[src/rtl/sudoku_pkg.sv]
// ============================================================================
// Package : sudoku_pkg
// Brief   : Grid constants, FSM state encoding and result codes shared by the
//           move-capture stage and its sub-modules.
// Rev     : 1.0 - initial release
// ============================================================================
`default_nettype none

package sudoku_pkg;

    localparam int N_LADO   = 9;
    localparam int W_CELULA = 4;
    localparam int SUDOKU_W = N_LADO * N_LADO * W_CELULA;

    typedef enum logic [2:0] {
        RECEBE_LINHA  = 3'd0,
        RECEBE_COLUNA = 3'd1,
        RECEBE_VALOR  = 3'd2,
        CHECA_POS     = 3'd3,
        VERIFICA      = 3'd4,
        FIM           = 3'd5
    } estado_t;

    localparam logic [2:0] COD_CONTINUA = 3'b100;
    localparam logic [2:0] COD_VITORIA  = 3'b101;
    localparam logic [2:0] COD_DERROTA  = 3'b110;

    localparam logic [1:0] RES_JOGANDO = 2'b00;
    localparam logic [1:0] RES_VITORIA = 2'b01;
    localparam logic [1:0] RES_DERROTA = 2'b10;

    // A switch value is a legal grid coordinate/entry when it lies in 1..N_LADO.
    function automatic logic entrada_valida(input logic [3:0] v);
        return (v != 4'd0) && (v <= 4'(N_LADO));
    endfunction

endpackage

`default_nettype wire

[src/rtl/detector_borda.sv]
// ============================================================================
// Module : detector_borda
// Brief  : Registered rising-edge detector; one-cycle pulse per 0->1 change.
// Rev    : 1.0 - initial release
// ============================================================================
`default_nettype none

module detector_borda (
    input  logic clk,
    input  logic rst,
    input  logic entrada,
    output logic borda
);

    logic r_anterior;

    always_ff @(posedge clk) begin
        if (rst) begin
            r_anterior <= 1'b0;
            borda      <= 1'b0;
        end else begin
            r_anterior <= entrada;
            borda      <= entrada & ~r_anterior;
        end
    end

endmodule

`default_nettype wire

[src/rtl/captura_jogada.sv]
// ============================================================================
// Module : captura_jogada
// Brief  : Collects row/column/value from the switches, checks the target cell
//          is empty and hands the move to the verifier. Macro
//          CAPTURA_TIMEOUT_EN adds a verifier-response watchdog.
// Rev    : 1.0 - initial release
// ============================================================================
`default_nettype none

module captura_jogada
    import sudoku_pkg::*;
#(
    parameter int TIMEOUT_CICLOS = 64
)
(
    input  logic                clk,
    input  logic                rst,
    input  logic                botaoConfirma,
    input  logic [3:0]          chaves,
    input  logic [0:SUDOKU_W-1] sudokuJogador,
    input  logic [2:0]          saidaValor,
    input  logic                rstnRegistradores,
    output logic [3:0]          regLinha,
    output logic [3:0]          regColuna,
    output logic [3:0]          regValor,
    output logic [3:0]          regPosValida,
    output logic                enableVerifica,
    output logic                erroEntrada,
    output logic [1:0]          resultado,
    output logic [2:0]          estado
);

    estado_t               r_estado;
    logic                  w_press;
    logic                  w_valida;
    logic [8:0]            w_lin_m1;
    logic [8:0]            w_col_m1;
    logic [8:0]            w_indice;
    logic [W_CELULA-1:0]   w_celula;

`ifdef CAPTURA_TIMEOUT_EN
    localparam int W_CONT = (TIMEOUT_CICLOS > 1) ? $clog2(TIMEOUT_CICLOS) : 1;
    logic [W_CONT-1:0] r_cont;
`endif

    detector_borda u_detector_borda (
        .clk     (clk),
        .rst     (rst),
        .entrada (botaoConfirma),
        .borda   (w_press)
    );

    assign w_valida = entrada_valida(chaves);
    assign w_lin_m1 = {5'd0, regLinha} - 9'd1;
    assign w_col_m1 = {5'd0, regColuna} - 9'd1;
    assign w_indice = w_lin_m1 * 9'(N_LADO * W_CELULA) + w_col_m1 * 9'(W_CELULA);
    assign w_celula = sudokuJogador[w_indice +: W_CELULA];
    assign estado   = r_estado;

    always_ff @(posedge clk) begin
        if (rst) begin
            r_estado       <= RECEBE_LINHA;
            regLinha       <= 4'd0;
            regColuna      <= 4'd0;
            regValor       <= 4'd0;
            regPosValida   <= 4'd0;
            enableVerifica <= 1'b0;
            erroEntrada    <= 1'b0;
            resultado      <= RES_JOGANDO;
`ifdef CAPTURA_TIMEOUT_EN
            r_cont         <= '0;
`endif
        end else begin
            erroEntrada <= 1'b0;
            case (r_estado)
                RECEBE_LINHA: begin
                    if (w_press) begin
                        if (w_valida) begin
                            regLinha <= chaves;
                            r_estado <= RECEBE_COLUNA;
                        end else begin
                            erroEntrada <= 1'b1;
                        end
                    end
                end
                RECEBE_COLUNA, RECEBE_VALOR: begin
                    if (w_press) begin
                        if (w_valida) begin
                            if (r_estado == RECEBE_COLUNA) begin
                                regColuna <= chaves;
                                r_estado  <= RECEBE_VALOR;
                            end else begin
                                regValor <= chaves;
                                r_estado <= CHECA_POS;
                            end
                        end else if (chaves == 4'd0) begin
                            // Zero on the switches cancels the move in progress
                            regLinha  <= 4'd0;
                            regColuna <= 4'd0;
                            regValor  <= 4'd0;
                            r_estado  <= RECEBE_LINHA;
                        end else begin
                            erroEntrada <= 1'b1;
                        end
                    end
                end
                CHECA_POS: begin
                    if (w_celula == '0) begin
                        regPosValida   <= 4'b0001;
                        enableVerifica <= 1'b1;
                        r_estado       <= VERIFICA;
`ifdef CAPTURA_TIMEOUT_EN
                        r_cont         <= '0;
`endif
                    end else begin
                        regLinha     <= 4'd0;
                        regColuna    <= 4'd0;
                        regValor     <= 4'd0;
                        regPosValida <= 4'd0;
                        erroEntrada  <= 1'b1;
                        r_estado     <= RECEBE_LINHA;
                    end
                end
                VERIFICA: begin
`ifdef CAPTURA_TIMEOUT_EN
                    r_cont <= r_cont + 1'b1;
`endif
                    if (saidaValor == COD_VITORIA) begin
                        enableVerifica <= 1'b0;
                        resultado      <= RES_VITORIA;
                        r_estado       <= FIM;
                    end else if (saidaValor == COD_DERROTA) begin
                        enableVerifica <= 1'b0;
                        resultado      <= RES_DERROTA;
                        r_estado       <= FIM;
                    end else if (!rstnRegistradores) begin
                        // Verifier needs to observe all-zero registers while enabled
                        regLinha     <= 4'd0;
                        regColuna    <= 4'd0;
                        regValor     <= 4'd0;
                        regPosValida <= 4'd0;
                    end else if (saidaValor == COD_CONTINUA) begin
                        enableVerifica <= 1'b0;
                        r_estado       <= RECEBE_LINHA;
                    end
`ifdef CAPTURA_TIMEOUT_EN
                    else if (r_cont == W_CONT'(TIMEOUT_CICLOS - 1)) begin
                        regLinha       <= 4'd0;
                        regColuna      <= 4'd0;
                        regValor       <= 4'd0;
                        regPosValida   <= 4'd0;
                        enableVerifica <= 1'b0;
                        erroEntrada    <= 1'b1;
                        r_estado       <= RECEBE_LINHA;
                    end
`endif
                end
                FIM: begin
                end
                default: r_estado <= RECEBE_LINHA;
            endcase
        end
    end

endmodule

`default_nettype wire

[config.mk]
export PLATFORM = sky130hd
export DESIGN_NAME = captura_jogada
export DESIGN_NICKNAME = d
export VERILOG_FILES = /design/src/rtl/sudoku_pkg.sv /design/src/rtl/detector_borda.sv /design/src/rtl/captura_jogada.sv
export SDC_FILE = /design/constraint.sdc
export NUM_CORES = 1
export LEC_CHECK = 0
export ABC_AREA = 1
export CORE_AREA = 2 2 140 142
export DETAILED_ROUTE_END_ITERATION = 7
export DIE_AREA = 0 0 142 144
export HOLD_SLACK_MARGIN = 0.02
export PLACE_DENSITY_LB_ADDON = 0.25
export SYNTH_ARGS = -nofsm -noshare
export SYNTH_HDL_FRONTEND = slang
export SYNTH_SLANG_ARGS = --single-unit
[constraint.sdc]
create_clock -name clk -period 3.2 [get_ports clk]
set_input_delay 0.32 -clock clk [delete_from_list [all_inputs] [get_ports clk]]
set_output_delay 0.32 -clock clk [all_outputs]
set_load 0.005 [all_outputs]
Word level (Yosys, flattened, before mapping). Index checks and enable logic that the tools add are counted.

Output and inout bits: 23. Word-level logic and storage cells: 107. Register bits: 25. Input bits: 335.

Mux-type cells: 47. Equality and inequality tests: 23. Shift-type cells: 1. Add/sub/neg operators: 3. Reduce and logical (&&, ||, !) cells: 17. Multipliers: 1. Bitwise logic cells: 4. $lt $le $gt $ge: 1.

Operator list (number): $shiftx A324 B10 Y325 (1); $mux W4 (15); $mux W3 (10); $pmux W4 S3 (2); $ne A2 B2 Y1 const B (8); $pmux W4 S4 (1); $reduce_and A8 Y1 (2); $eq A3 B3 Y1 const B (5); $pmux W3 S5 (1); $mux W1 (13); $not A9 Y10 (1); $reduce_and A10 Y1 (1); $sub A4 B1 Y5 const B (2); $add A9 B9 Y9 (1); $mul A9 B4 Y7 const B (1); $ne A3 B3 Y1 const B (3); $logic_not A4 Y1 (2); $ne A4 B4 Y1 const B (2); $pmux W4 S2 (1); $reduce_and A4 Y1 (2); $reduce_bool A4 Y1 (2); $reduce_and A7 Y1 (1); $eq A3 B2 Y1 const B (2); $le A4 B4 Y1 const B (1); 13 further kinds (17).

Logic depth before layout (Yosys ltp).
Depth in word-level cells: 8. Gate-level depth with buffers: 27. Gate-level depth less buffers: 27.

By module. Synthesis repeated with hierarchy kept, for this count alone.

Cells, all modules: 1050. Area, all modules: 5136.2 µm².

By module, submodules not included: captura_jogada (area each 5076.1 µm², seq. area each 400.4 µm², cells an instance 1044, instances 1); detector_borda (area each 60.1 µm², seq. area each 40.0 µm², cells an instance 6, instances 1).

Worst setup path before layout. Ideal clock, no wire load.

Kind: flip-flop to flip-flop. From: reg regLinha[0]. To: reg regColuna[0]. Required time: 3085 ps. Data arrival time: 3331 ps. Library setup time: 115 ps. Path slack: -246 ps. Path buffers: 1. Clock period less this slack: 3446 ps. Stages on the path, launching flop included: 25. Cell sequence: dfxtp_1 inv_1 ha_1 nand3_1 inv_1 ha_1 ha_1 inv_1 fa_1 inv_1 ha_1 a21oi_1 o21ai_0 nor2_1 nand3b_1 nand2_1 nor2_1 nand3_1 nand2_1 inv_2 nand3_2 nand2_4 buf_6 a21oi_1 nor2_1.

Word-level cells in the longest chain between the ends: 8.

Ends and longest elaborated chain: start: declaration (line captura_jogada.sv:23) `output logic [3:0] regLinha,`; start signal: assignment (line captura_jogada.sv:79) `regLinha <= chaves;`; $sub A4 B1 Y5 (line captura_jogada.sv:54) `assign w_lin_m1 = {5'd0, regLinha} - 9'd1;`; $mul A9 B4 Y7 (line captura_jogada.sv:56) `assign w_indice = w_lin_m1 * 9'(N_LADO * W_CELULA) + w_col_m1 * 9'(W_CELULA);`; $add A9 B9 Y9 (line captura_jogada.sv:56); $not A9 Y10 (not written as such) (line captura_jogada.sv:57) `assign w_celula = sudokuJogador[w_indice +: W_CELULA];`; $shiftx A324 B10 Y325 (line captura_jogada.sv:57); $logic_not A4 Y1 (line captura_jogada.sv:108) `if (w_celula == '0) begin`; $ne A2 B2 Y1 (no source line); $reduce_and A8 Y1 (no source line); end signal: assignment (line captura_jogada.sv:90) `regColuna <= chaves;`; end: declaration (line captura_jogada.sv:24) `output logic [3:0] regColuna,`.

No other way between the ends. A chain may end at the register's enable or synchronous reset.

Worst setup path after layout.
From: reg regLinha[0]. To: reg enableVerifica.

Word-level cells in the longest chain between the ends: 8.

Ends and longest elaborated chain: $sub A4 B1 Y5 (line captura_jogada.sv:54); $mul A9 B4 Y7 (line captura_jogada.sv:56); $add A9 B9 Y9 (line captura_jogada.sv:56); $not A9 Y10 (not written as such) (line captura_jogada.sv:57); $shiftx A324 B10 Y325 (line captura_jogada.sv:57); $logic_not A4 Y1 (line captura_jogada.sv:108); $ne A2 B2 Y1 (no source line); $reduce_and A4 Y1 (no source line); end signal: assignment (line captura_jogada.sv:67) `enableVerifica <= 1'b0;`; end signal: assignment (line captura_jogada.sv:110) `enableVerifica <= 1'b1;`; end signal: assignment (line captura_jogada.sv:129) `enableVerifica <= 1'b0;`; end: declaration (line captura_jogada.sv:27) `output logic enableVerifica,`.

No other way between the ends.

==> flow_summary.json <==
{
  "endpoint_kind": "flop",
  "p_leak_nw": 4.53,
  "stdcell_area_mm2": 0.00942,
  "finClkSkew_ps": 2.35,
  "status": "finished, violations left",
  "root_buffer": "clkbuf_16",
  "post-route-util_pct": 49.4,
  "wl_per_cell_um": 15.2,
  "grt_pass1_wl_um": 38800,
  "cts.htree.levels": 1,
  "coreArea_mm2": 0.0191,
  "seqCellArea_um2": 443,
  "routed_via_density": 4.66,
  "cpPeakStageDelay_ps": 540,
  "first_pass_iters": 4,
  "ys_types": 33,
  "r2r_end": "enableVerifica",
  "powerDensity_mw_per_mm2": 1190,
  "overflow": 0,
  "grt_pass1_vias": 7370,
  "cts_num_sinks": 22,
  "r2r_slack_ps": -60,
  "syn-instance-count": 1101,
  "final_max_slew_viol_count": 0,
  "dpl.hpwl_um": 20800,
  "ir_worst_vdd_mv": 0.680,
  "synth_edf_count": 0,
  "die_w_um": 142,
  "critical_path.slowest_cell": "fa_1",
  "max_freq_mhz": 307,
  "holdBufCountCts": 0,
  "fin_crit_ps": 3260,
  "hold_depth": 1,
  "initial_core_util_pct": 27.9,
  "setup_ws_ps": -58.9,
  "path_common_cell": "inv_2",
  "synth_top_flop_cell": "dfxtp_1",
  "antenna_found_initial": 6,
  "globalplace.congestion": 0.888,
  "finalSetupViolCount": 12,
  "multi_input_area_mm2": 0.00414,
  "final_nets": 1789,
  "postSynthAreaPerCell_um2": 4.83,
  "async_flop_share_pct": 0,
  "track_usage_pct": 24.0,
  "worstHoldStart": "u_detector_borda.r_anterior",
  "drive_above_1_share_pct": 7.30,
  "path_clk_slew_ps": 60,
  "finalHoldViolCount": 0,
  "fin_crit_sh_pct": 102,
  "start_kind": "flop",
  "dieArea_mm2": 0.0204,
  "crit_chain": "inv_2 -> ha_4 -> xor2_2 -> ha_1 -> inv_2 -> fa_1 -> inv_2 -> ha_4 -> nand2_4 -> nor3_4 -> nor2_2 -> nand3b_1 -> nand2_2 -> nor2_1 -> nand3_1 -> nand2_1 -> inv_2 -> nand3_4 -> buf_4 -> nand2_1 -> nand2_1 -> a21oi_1",
  "area_growth_syn_to_layout_pct": 77.3,
  "io_buffers": 354,
  "numCtsBuffers": 3,
  "min_to": "u_detector_borda.borda",
  "hp-class": "reg2reg",
  "fillers": 2056,
  "path_class": "reg2reg",
  "drc": 0,
  "failed_checks": "negative setup slack",
  "ioPinCount": 358,
  "finalWirelength_um": 25600,
  "cts_tree": "built",
  "critPathMaxFanout": 3,
  "cts_buffer_depth": 2,
  "crit_arrival_ps": 3440,
  "place_area_mm2": 0.00916,
  "ys_ff_latch": 22,
  "critPathRequiredTime_ps": 3380,
  "drt_iter0_drc": 292,
  "ant_nets": 0,
  "rsz0062_at_grt": "yes",
  "ys_seq_area_share_pct": 8.29,
  "clk_latency_ps": 250,
  "r2r-start": "regLinha[0]",
  "worst_pin_slew_ps": 694,
  "relSlewSlack_pct": 53.6,
  "grt_max_degree": 61,
  "rr_worst_depth": 22,
  "vias": 7841,
  "syn_area_mm2": 0.00531,
  "drv_cap": 0,
  "die_h_um": 144,
  "rows": 51,
  "ys.warnings.count": 0
}
## cells in the final DEF (no fill, tap or decap), types with 3 or more instances in the layout
| cell | Yosys | layout |
|---|---|---|
| a21oi_1 | 23 | 17 |
| a21oi_2 | 0 | 6 |
| buf_12 | 0 | 9 |
| buf_4 | 12 | 33 |
| clkbuf_16 | 0 | 3 |
| clkdlybuf4s50_1 | 0 | 354 |
| conb_1 | 1 | 3 |
| dfxtp_1 | 22 | 20 |
| diode_2 | 0 | 6 |
| ha_1 | 12 | 7 |
| ha_4 | 0 | 5 |
| inv_1 | 120 | 110 |
| inv_2 | 5 | 14 |
| nand2_1 | 447 | 440 |
| nand2_2 | 2 | 7 |
| nand2_4 | 2 | 4 |
| nand3_1 | 118 | 113 |
| nand3_2 | 3 | 5 |
| nand3_4 | 0 | 3 |
| nand3b_1 | 3 | 3 |
| nand4_1 | 10 | 10 |
| nor2_1 | 152 | 149 |
| nor2_2 | 0 | 3 |
| nor3_1 | 8 | 7 |
| nor4_1 | 3 | 3 |
| o211ai_1 | 6 | 6 |
| o21ai_0 | 55 | 54 |
| o21ai_1 | 25 | 25 |
| o22ai_1 | 3 | 3 |
| or2_2 | 4 | 4 |
## area by class of cell
class	instances	share of cell area, %
Inverter	126	5.07
Timing Repair Buffer	396	42.2
Sequential cell	22	4.70
Clock buffer	3	0.797
Multi-Input combinational cell	891	44.0
Antenna cell	6	0.159
Tap cell	238	3.16
## sequential cells by signal, summed over array words and instances (netlist names)
signal                       cells
erroEntrada                      1
resultado                        2
regColuna                        4
regLinha                         4
regPosValida                     1
u_detector_borda.borda           1
u_detector_borda.r_anterior      1
estado                           3
enableVerifica                   1
regValor                         4
## layer usage
metal	up-vias	wire length, um	global-route usage (%)
met2	277	12300	43.0
met5	-	0	1.00
met1	3420	10700	28.4
li1	4102	-	-
met3	42	1950	5.17
met4	0	656	7.58
## synthesized netlist by cell type, types with 4 or more instances
master | n | share of area [%]
o21ai_0 | 55 | 5.2
ha_1 | 12 | 2.8
a21oi_1 | 23 | 2.2
buf_4 | 12 | 1.7
nand4_1 | 10 | 1.2
buf_2 | 24 | 2.3
nor3_1 | 8 | 0.75
nand3_1 | 118 | 11
inv_1 | 120 | 8.5
o211ai_1 | 6 | 0.85
o21ai_1 | 25 | 2.4
nor2_1 | 152 | 11
buf_6 | 21 | 4.5
or2_2 | 4 | 0.47
inv_2 | 5 | 0.35
nand2_1 | 447 | 32
dfxtp_1 | 22 | 8.3
clkbuf_1 | 8 | 0.57
## worst max-delay path: cells and delay by family, from the launching register on
| family | cells | cell delay, ps |
|---|---|---|
| DFF | 1 | 350 |
| AOI/OAI and AO/OA | 1 | 110 |
| buffers and inverters | 5 | 400 |
| adders and majority gates | 4 | 1290 |
| xor gates and xnor gates | 1 | 150 |
| and+or+nand+nor | 11 | 890 |
## power by group
group          internal (W)  total [W]  switching, W
Sequential         0.000333   0.000379     0.0000463
Combinational       0.00411     0.0106       0.00646
Clock              0.000165   0.000258     0.0000929
Total               0.00461     0.0112       0.00660
## worst max-delay path by stage
stage,slack (ps),endpoint,cells past startpoint,start
after floorplan,3,regValor[0],24,regLinha[0]
after global placement,-50,regLinha[1],25,regLinha[0]
after detailed placement,-120,regLinha[1],25,regLinha[0]
after CTS,-20,regColuna[3],22,regLinha[0]
after global routing,-290,enableVerifica,22,regLinha[0]
final,-60,enableVerifica,22,regLinha[0]
## metrics by stage
step / setup WS [ps] / cells / total power, W / TNS [ps] / hold WS [ps]
after floorplan: 3.00 / 1103 / 0.00741 / 0 / 374
after global placement: -54.9 / 1669 / 0.0105 / -263 / 379
after detailed placement: -119 / 1669 / 0.0106 / -1050 / 383
after CTS: -17.4 / 1674 / 0.0110 / -116 / 391
after global routing: -293 / 1682 / 0.0126 / -3880 / 397
final: -58.9 / 1682 / 0.0112 / -412 / 390
## logic make-up (layout without fill, tap and decap cells)
| family | Yosys count | after routing | share of synthesized area (%) |
|---|---|---|---|
| and+or+nand+nor | 754 | 755 | 58.1 |
| buffers and inverters | 191 | 525 | 17.9 |
| AOI/OAI and AO/OA | 115 | 115 | 11.4 |
| DFF | 22 | 22 | 8.29 |
| adders and majority gates | 14 | 14 | 3.58 |
| xor gates and xnor gates | 3 | 3 | 0.495 |
| other | 1 | 9 | 0.0706 |
| muxes | 1 | 1 | 0.188 |
## repair_timing
item,CTS,global route
gates cloned,0,1
pin swaps,8,15
setup endpoints to repair,14,16
resized for setup,12,24
setup buffers,2,1
Power figures use the tool's default switching activity.
